`src/rtl/cpu_pkg.sv`:
```
// Shared definitions for the 4-bit CPU front end.
// Contents:
//   phase_e      - machine-cycle phase encodings A1..X3 (0..7)
//   OPR_*        - first-nibble opcode constants of the instruction set
//   ALU_*        - operation codes presented to the ALU
package cpu_pkg;

  typedef enum logic [2:0] {
    PH_A1 = 3'd0,
    PH_A2 = 3'd1,
    PH_A3 = 3'd2,
    PH_M1 = 3'd3,
    PH_M2 = 3'd4,
    PH_X1 = 3'd5,
    PH_X2 = 3'd6,
    PH_X3 = 3'd7
  } phase_e;

  localparam logic [3:0] OPR_NOP     = 4'h0;
  localparam logic [3:0] OPR_JCN     = 4'h1;
  localparam logic [3:0] OPR_FIM_SRC = 4'h2;
  localparam logic [3:0] OPR_FIN_JIN = 4'h3;
  localparam logic [3:0] OPR_JUN     = 4'h4;
  localparam logic [3:0] OPR_JMS     = 4'h5;
  localparam logic [3:0] OPR_INC     = 4'h6;
  localparam logic [3:0] OPR_ISZ     = 4'h7;
  localparam logic [3:0] OPR_ADD     = 4'h8;
  localparam logic [3:0] OPR_SUB     = 4'h9;
  localparam logic [3:0] OPR_LD      = 4'hA;
  localparam logic [3:0] OPR_XCH     = 4'hB;
  localparam logic [3:0] OPR_BBL     = 4'hC;
  localparam logic [3:0] OPR_LDM     = 4'hD;

  localparam logic [3:0] ALU_NOP = 4'h0;
  localparam logic [3:0] ALU_ADD = 4'h8;
  localparam logic [3:0] ALU_SUB = 4'h9;
  localparam logic [3:0] ALU_LDM = 4'hD;

endpackage

```
`src/rtl/instr_sequencer_decode.sv`:
```
// instr_decode: purely combinational instruction decoder.
// Ports:
//   opr, opa    in  first-byte opcode nibble and operand nibble
//   two_byte    out instruction occupies two ROM bytes
//   alu_op      out ALU operation for the execute phases
//   acc_en      out instruction writes the accumulator
//   cy_en       out instruction writes the carry
//   pc_load_en  out instruction loads the PC (JUN/JMS)
//   br_en       out instruction needs a branch evaluation (JCN/ISZ)
module instr_decode
  import cpu_pkg::*;
(
  input  logic [3:0] opr,
  input  logic [3:0] opa,
  output logic       two_byte,
  output logic [3:0] alu_op,
  output logic       acc_en,
  output logic       cy_en,
  output logic       pc_load_en,
  output logic       br_en
);

  // Only opa[0] matters here (FIM versus SRC).
  logic unused_opa;
  assign unused_opa = ^opa[3:1];

  always_comb begin
    two_byte   = 1'b0;
    alu_op     = ALU_NOP;
    acc_en     = 1'b0;
    cy_en      = 1'b0;
    pc_load_en = 1'b0;
    br_en      = 1'b0;
    case (opr)
      OPR_JCN, OPR_ISZ: begin
        two_byte = 1'b1;
        br_en    = 1'b1;
      end
      OPR_JUN, OPR_JMS: begin
        two_byte   = 1'b1;
        pc_load_en = 1'b1;
      end
      // FIM (even OPA) carries a data byte; SRC (odd OPA) does not.
      OPR_FIM_SRC: two_byte = ~opa[0];
      OPR_ADD: begin
        alu_op = ALU_ADD;
        acc_en = 1'b1;
        cy_en  = 1'b1;
      end
      OPR_SUB: begin
        alu_op = ALU_SUB;
        acc_en = 1'b1;
        cy_en  = 1'b1;
      end
      OPR_LDM: begin
        alu_op = ALU_LDM;
        acc_en = 1'b1;
      end
      OPR_LD, OPR_XCH: acc_en = 1'b1;
      OPR_NOP, OPR_FIN_JIN, OPR_INC, OPR_BBL: ;
      default: ;
    endcase
  end

endmodule

```
`src/rtl/instr_sequencer.sv`:
```
// instr_sequencer: 8-phase machine-cycle sequencer and instruction decoder
// feeding the ALU.
// Ports:
//   clk, rst     clock, asynchronous active-high reset
//   run          phase-advance enable; while low every register holds
//   rom_nibble   ROM nibble, captured at the end of M1 and of M2
//   phase, sync  current phase (A1=0..X3=7); sync high in A1
//   second_byte  high for the whole cycle fetching a second byte
//   alu_op, opa_out  ALU operation/operand, valid in X2..X3
//   imm8         second-byte data {hi,lo}
//   acc_we, cy_we, pc_load, br_eval  one-phase strobes in X3
//   pc_inc       one-phase strobe in X1 of every cycle
// Flow control: there is no handshake; run acts as a clock enable, so a
// strobe that is high when run drops stays high and is consumed only on
// the next edge with run=1.
module instr_sequencer
  import cpu_pkg::*;
#(
  parameter int NIBBLE_W = 4,
  parameter int PHASES   = 8
) (
  input  logic                  clk,
  input  logic                  rst,
  input  logic                  run,
  input  logic [NIBBLE_W-1:0]   rom_nibble,
  output logic [2:0]            phase,
  output logic                  sync,
  output logic                  second_byte,
  output logic [NIBBLE_W-1:0]   alu_op,
  output logic [NIBBLE_W-1:0]   opa_out,
  output logic [2*NIBBLE_W-1:0] imm8,
  output logic                  acc_we,
  output logic                  cy_we,
  output logic                  pc_inc,
  output logic                  pc_load,
  output logic                  br_eval
);

  phase_e phase_q, phase_d;

  logic [3:0] opr_q, opa_q, imm_hi_q, imm_lo_q;
  logic       pending_q, second_byte_q;
  logic [3:0] alu_op_q, opa_out_q;
  logic       acc_en_q, cy_en_q, pc_load_en_q, br_en_q;
  logic       acc_we_q, cy_we_q, pc_inc_q, pc_load_q, br_eval_q;

  logic       dec_two_byte, dec_acc_en, dec_cy_en, dec_pc_load_en, dec_br_en;
  logic [3:0] dec_alu_op;

  instr_decode u_decode (
    .opr        (opr_q),
    .opa        (opa_q),
    .two_byte   (dec_two_byte),
    .alu_op     (dec_alu_op),
    .acc_en     (dec_acc_en),
    .cy_en      (dec_cy_en),
    .pc_load_en (dec_pc_load_en),
    .br_en      (dec_br_en)
  );

  // Phase register (state) and next-phase logic.
  always_ff @(posedge clk or posedge rst) begin
    if (rst) phase_q <= PH_A1;
    else     phase_q <= phase_d;
  end

  always_comb begin
    phase_d = phase_q;
    if (run) begin
      if (phase_q == phase_e'(3'(PHASES - 1))) phase_d = PH_A1;
      else                                     phase_d = phase_e'(phase_q + 3'd1);
    end
  end

  // Datapath and strobes, all advancing only on phase-advancing edges.
  always_ff @(posedge clk or posedge rst) begin
    if (rst) begin
      opr_q         <= OPR_NOP;
      opa_q         <= 4'h0;
      imm_hi_q      <= 4'h0;
      imm_lo_q      <= 4'h0;
      pending_q     <= 1'b0;
      second_byte_q <= 1'b0;
      alu_op_q      <= ALU_NOP;
      opa_out_q     <= 4'h0;
      acc_en_q      <= 1'b0;
      cy_en_q       <= 1'b0;
      pc_load_en_q  <= 1'b0;
      br_en_q       <= 1'b0;
      acc_we_q      <= 1'b0;
      cy_we_q       <= 1'b0;
      pc_inc_q      <= 1'b0;
      pc_load_q     <= 1'b0;
      br_eval_q     <= 1'b0;
    end else if (run) begin
      case (phase_q)
        PH_M1: begin
          if (second_byte_q) imm_hi_q <= rom_nibble;
          else               opr_q    <= rom_nibble;
        end
        PH_M2: begin
          if (second_byte_q) imm_lo_q <= rom_nibble;
          else               opa_q    <= rom_nibble;
          pc_inc_q <= 1'b1;
        end
        PH_X1: begin
          pc_inc_q <= 1'b0;
          // First byte of a two-byte instruction only arms the next cycle;
          // the retained OPR/OPA are decoded again in the second-byte cycle.
          if (!second_byte_q && dec_two_byte) begin
            pending_q <= 1'b1;
          end else begin
            alu_op_q     <= dec_alu_op;
            opa_out_q    <= opa_q;
            acc_en_q     <= dec_acc_en;
            cy_en_q      <= dec_cy_en;
            pc_load_en_q <= dec_pc_load_en & second_byte_q;
            br_en_q      <= dec_br_en & second_byte_q;
          end
        end
        PH_X2: begin
          acc_we_q  <= acc_en_q;
          cy_we_q   <= cy_en_q;
          pc_load_q <= pc_load_en_q;
          br_eval_q <= br_en_q;
        end
        PH_X3: begin
          alu_op_q      <= ALU_NOP;
          opa_out_q     <= 4'h0;
          acc_en_q      <= 1'b0;
          cy_en_q       <= 1'b0;
          pc_load_en_q  <= 1'b0;
          br_en_q       <= 1'b0;
          acc_we_q      <= 1'b0;
          cy_we_q       <= 1'b0;
          pc_load_q     <= 1'b0;
          br_eval_q     <= 1'b0;
          second_byte_q <= pending_q;
          pending_q     <= 1'b0;
        end
        default: ;
      endcase
    end
  end

  assign phase       = phase_q;
  assign sync        = (phase_q == PH_A1);
  assign second_byte = second_byte_q;
  assign alu_op      = alu_op_q;
  assign opa_out     = opa_out_q;
  assign imm8        = {imm_hi_q, imm_lo_q};
  assign acc_we      = acc_we_q;
  assign cy_we       = cy_we_q;
  assign pc_inc      = pc_inc_q;
  assign pc_load     = pc_load_q;
  assign br_eval     = br_eval_q;

endmodule

```
`config.mk`:
```
export PLATFORM = sky130hd
export DESIGN_NAME = instr_sequencer
export DESIGN_NICKNAME = d
export VERILOG_FILES = /design/src/rtl/cpu_pkg.sv /design/src/rtl/instr_sequencer_decode.sv /design/src/rtl/instr_sequencer.sv
export SDC_FILE = /design/constraint.sdc
export NUM_CORES = 1
export LEC_CHECK = 0
export BUFFER_PORTS_ARGS = -buffer_cell sky130_fd_sc_hd__buf_2
export CORE_ASPECT_RATIO = 0.9
export CORE_MARGIN = 2
export CORE_UTILIZATION = 27
export DETAILED_ROUTE_END_ITERATION = 12
export PLACE_DENSITY = 0.48
export SLEW_MARGIN = 20
export SYNTH_ARGS = -nofsm -noshare
export SYNTH_HDL_FRONTEND = slang
export SYNTH_HIERARCHICAL = 1
export SYNTH_SLANG_ARGS = --single-unit
```
`constraint.sdc`:
```
create_clock -name clk -period 1.93 [get_ports clk]
set_input_delay 0.386 -clock clk [delete_from_list [all_inputs] [get_ports clk]]
set_output_delay 0.386 -clock clk [all_outputs]
set_load 0.005 [all_outputs]
```
==> flow_metrics.tcl, run 1 <==
set metrics [dict create \
    drcViolationCount 0 \
    finalSetupViolations 0 \
    crit_required_ps 2110 \
    worstPathMaxFanout 5 \
    portBuffers 32 \
    synth_most_common_cell "dfrtp_1" \
    synth_cell_types 34 \
    dpl_worst_slack_ps 59.8 \
    gr-total-overflow 0 \
    p_leak_uw 0.00106 \
    clockRootBuffer "clkbuf_8" \
    drt-total-wl_mm 3.61 \
    gp_congestion 0.701 \
    syn_area_um2 1730 \
    dieArea_um2 7080 \
    crit_path_start_kind "flop" \
    grt_pass1_wl_mm 5.98 \
    grt_setup_unrepaired "true" \
    place_area_um2 2000 \
    design_area_um2 2150 \
    synthTopCellsByArea "dfrtp_1 55%, mux2_2 14%, a22o_1 5.1%" \
    clock_latency_ps 290 \
    hold_buffers 0 \
    clk_pin_slew_ps 70 \
    cts_buffers 5 \
    worst_slack_ps 31.2 \
    status "completed" \
    crit_type "flop to flop" \
    r2r-start "opr_q[0]" \
    track_usage_pct 11.2 \
    rows 27 \
    diodes 0 \
    hpwl_mm 2.60 \
    cts_sinks 38 \
    syn2layout_area_growth_pct 24.0 \
    die_w_um 88.4 \
    clock.fmax_mhz 527 \
    synth_cells 135 \
    yosysTopAreaCellShare_pct 54.9 \
    report.power.total_uw 3200 \
    skew_ps 3.69 \
    ys_async_sr_fraction_pct 100 \
    io_pins 33 \
    ir_worst_vdd_mv 0.570 \
    via_per_inst 4.39 \
    drv_slew 0 \
    first_iter_violations 35 \
    r2r_slack_ps 30 \
    antenna_found_initial 0 \
    ys_warn_count 6 \
    final_antenna_net_count 0 \
    synth_edf_count 0 \
    powerDensity_nw_per_um2 1490 \
    period_share_pct 98.4 \
    wire_per_inst_um 13.7 \
    grt_max_degree 39 \
    die-height_um 80 \
    htree_levels 2 \
    hp-class "input pin to async pin" \
    synthTopCellsByCount "38 x dfrtp_1, 21 x mux2_2, 10 x a22o_1" \
    tritoncts "built" \
    first_global_vias 1216 \
    arrival_ps 2080 \
    synth-seq-cells 38 \
    nets 190 \
    synthFlopType "dfrtp_1" \
    holdWs_ps 191 \
    cp-end-kind "flop" \
    syn_nets 149 \
    synth_seq_area_share_pct 54.9 \
    drt_pre_antenna_iters 4 \
    hold_violations 0 \
    yosysTopAreaCell "dfrtp_1" \
    design.core.area_um2 6150 \
    fin_crit_ps 1900 \
    setup_tns_ps 0 \
    cap_violations 0 \
    clk_path_buf_depth 2 \
    drive_gt1_share_pct 42.9 \
    r2r.worst_path.cells 7 \
    avgSynthCellArea_um2 12.8 \
    num_vias 1158 \
    r2r-end "opa_out[3]" \
    initial_utilization_pct 28.2 \
]
-- cell usage in the layout (no fill, tap or decap), types with 2 or more instances in the layout --
| cell type | netlist | final |
|---|---|---|
| a21oi_1 | 3 | 3 |
| ha_2 | 0 | 2 |
| a21boi_0 | 2 | 2 |
| clkbuf_8 | 0 | 5 |
| clkbuf_1 | 3 | 2 |
| nand2_1 | 5 | 5 |
| buf_4 | 1 | 6 |
| nand3_1 | 2 | 2 |
| nor2_1 | 6 | 6 |
| inv_1 | 5 | 5 |
| buf_2 | 1 | 33 |
| dfrtp_1 | 38 | 37 |
| mux2_2 | 21 | 21 |
| ha_1 | 7 | 5 |
| a31oi_1 | 3 | 3 |
| nor2b_1 | 5 | 5 |
| a22o_2 | 2 | 2 |
| nand2b_1 | 4 | 3 |
| a22o_1 | 10 | 10 |
-- layout make-up --
type | count | area (um2)
fill | 637 | 4000
sequential | 38 | 952
multi-input combinational | 86 | 741
timing repair buffer | 40 | 221
tap | 87 | 109
clock buffer | 7 | 76.3
clock inverter | 1 | 30.0
inverter | 5 | 18.8
-- routing by layer --
layer	vias to the layer above	global-route usage [%]	part of all wire [%]
li1	565	-	-
met1	560	14.4	47
met2	26	17.4	46
met3	7	3.52	5.2
met4	0	5.00	1.7
met5	-	0	0
-- stage by stage --
stage | utilization (%) | instances
5_1_grt | 34.9 | 264
6_report | 34.9 | 264
3_3_place_gp | 32.5 | 252
4_1_cts | 34.2 | 260
3_5_place_dp | 32.5 | 252
2_1_floorplan | - | 135
-- how the worst max path moves through the flow --
stage             start    endpoint  slack, ps  cells after the start
3_5_place_dp   phase[0]  opa_out[0]         60                      4
5_1_grt        opr_q[0]   alu_op[3]        -50                      7
2_1_floorplan  opr_q[2]    acc_en_q        150                      7
6_report       opr_q[0]  opa_out[3]         30                      7
3_3_place_gp   phase[0]  opa_out[2]        100                      4
4_1_cts        phase[0]  opa_out[3]         60                      4
-- what timing repair did --
| item | CTS | global route |
|---|---|---|
| setup buffers | 0 | 3 |
| gates resized for setup | 0 | 5 |
| setup endpoints to repair | 0 | 11 |
-- critical path, stage by stage (launching register included) --
cell	delay (ps)
dfrtp_1	410
nand2b_4	150
or3_1	310
a31oi_1	200
and4b_4	300
nor4b_4	60
buf_6	140
a22o_1	230
-- power breakdown --
| group | total (uW) | switching [uW] | internal [uW] |
|---|---|---|---|
| Clock | 663 | 276 | 387 |
| Sequential | 1370 | 249 | 1120 |
| Combinational | 1170 | 505 | 661 |
-- registers in the layout (all words and copies together), names as in the netlist --
name	cells
acc_we	1
imm_hi_q	4
opr_q	4
opa_out	4
cy_we	1
phase	3
second_byte	1
pc_load_en_q	1
imm_lo_q	4
br_en_q	1
pc_load	1
br_eval	1
pending_q	1
pc_inc	1
acc_en_q	1
opa_q	4
alu_op	4
cy_en_q	1
-- cells by family (layout without fill, tap and decap cells) --
| group | Yosys count | after routing | share of synthesized area, % |
|---|---|---|---|
| buffers and inverters | 11 | 53 | 3.10 |
| AOI/OAI and AO/OA | 24 | 24 | 10.6 |
| xor gates and xnor gates | 1 | 1 | 0.506 |
| muxes | 22 | 22 | 14.2 |
| other | 1 | 1 | 0.216 |
| adders and majority gates | 7 | 7 | 5.05 |
| and+or+nand+nor | 31 | 31 | 11.4 |
| DFF | 38 | 38 | 54.9 |
(Power assumes the default switching activity.)
==> run 2, diff against run 1 <==
- BUFFER_PORTS_ARGS: -buffer_cell sky130_fd_sc_hd__buf_2 -> default
- DONT_BUFFER_PORTS: default -> 1
- GPL_TIMING_DRIVEN: default -> 0
- PLACE_DENSITY: 0.48 -> 0.43
- SKIP_LAST_GASP: default -> 1
==> flow_metrics.tcl, run 2 (synthesis results as in run 1) <==
set metrics [dict create \
    status "completed" \
    design.core.area_um2 6150 \
    clockRootBuffer "clkbuf_8" \
    hp-class "input pin to flop" \
    final_common_cell "dfrtp_1" \
    finalSetupViolations 0 \
    antenna_found_initial 0 \
    ir_worst_vdd_mv 0.545 \
    grt_max_degree 26 \
    io_pins 33 \
    holdWs_ps 246 \
    crit_type "flop to flop" \
    gr-total-overflow 0 \
    hpwl_mm 2.67 \
    drv_slew 0 \
    nets 166 \
    diodes 0 \
    tritoncts "built" \
    design_area_um2 2130 \
    via_per_inst 4.63 \
    num_vias 1110 \
    drcViolationCount 0 \
    placed_cells 223 \
    report.power.total_uw 3300 \
    fin_cells 240 \
    syn2layout_area_growth_pct 23.1 \
    clk_path_buf_depth 2 \
    grt_pass1_wl_mm 5.93 \
    worst_slack_ps 53.6 \
    initial_utilization_pct 28.2 \
    final_antenna_net_count 0 \
    arrival_ps 2050 \
    place_area_um2 1860 \
    worstPathMaxFanout 5 \
    cts_buffers 5 \
    drive_gt1_share_pct 36.6 \
    dpl_worst_slack_ps -71.5 \
    seq_area_um2 955 \
    wire_per_inst_um 14.9 \
    multiInputGateArea_um2 753 \
    die-height_um 80 \
    clock_latency_ps 280 \
    crit_path_start_kind "flop" \
    skew_ps 9.06 \
    period_share_pct 97.2 \
    clock.fmax_mhz 533 \
    layout_common_cells "35 x dfrtp_1, 21 x mux2_2, 10 x a22o_1, 8 x buf_4" \
    p_leak_uw 0.000982 \
    drt_pre_antenna_iters 4 \
    dieArea_um2 7080 \
    cts_sinks 38 \
    clk_pin_slew_ps 80 \
    cp-end-kind "flop" \
    cap_violations 0 \
    r2r.worst_path.cells 7 \
    htree_levels 2 \
    track_usage_pct 11.1 \
    first_iter_violations 34 \
    portBuffers 0 \
    powerDensity_nw_per_um2 1550 \
    drt-total-wl_mm 3.58 \
    fin_crit_ps 1880 \
    gp_congestion 0.757 \
    crit_required_ps 2100 \
    die_w_um 88.4 \
    fillerInstances 618 \
    hold_depth 1 \
    rows 27 \
    first_global_vias 1151 \
    hold_violations 0 \
    grt_setup_unrepaired "true" \
]
-- run 2: routing by layer --
metal	track usage (%)	part of all wire, %	up-vias
met5	0	0	-
met1	14.0	43	555
met2	17.4	48	38
met4	2.73	0.87	0
met3	4.76	7.5	6
li1	-	-	511
-- run 2: area by class of cell --
class,count,share of cell area (%)
flip-flops and latches,38,44.8
multi-input cells,86,35.3
repair buffers,11,5.57
well taps,87,5.10
clock buffers,6,3.87
clock inverters,2,2.82
plain buffers,5,1.70
inverters,5,0.880
-- run 2: path summary, 6_finish.rpt --
kind,start,end,slack (ps)
worst min register to register,pc_load_en_q,pc_load_en_q,500
max in group asynchronous,rst,opr_q[1],970
worst min-delay path,rom_nibble[2],imm_lo_q[2],250
worst max-delay path,opr_q[0],opa_out[2],50
min in group asynchronous,rst,phase[1],520
worst max register to register,opr_q[0],opa_out[2],50
-- run 2: worst max-delay path, cell delays in order, from the launching register on --
cell and delay (ps):
dfrtp_1 390, nand2b_4 140, or3_1 360, a31oi_1 180, and4b_4 280, nor4b_4 50, buf_4 170, a22o_1 200
-- run 2: power by group --
part           internal [uW]  switching, uW
Clock                    551            267
Sequential              1130            309
Combinational            606            441
Total                   2290           1020
-- run 2: what timing repair did --
action                                 in CTS  in global routing
hold buffers                                1                  0
endpoints found under the hold margin      13                  0
buffers inserted                            7                  1
setup endpoints to repair                  10                 15
gates resized for setup                     3                 12
pin swaps                                   4                 11
cloned                                      0                  1
-- run 2: stage by stage --
step	util [%]	TNS (ps)
2_1_floorplan	-	0
3_3_place_gp	30.0	-251
3_5_place_dp	30.3	-615
4_1_cts	33.8	0
5_1_grt	34.7	-304
6_report	34.7	0
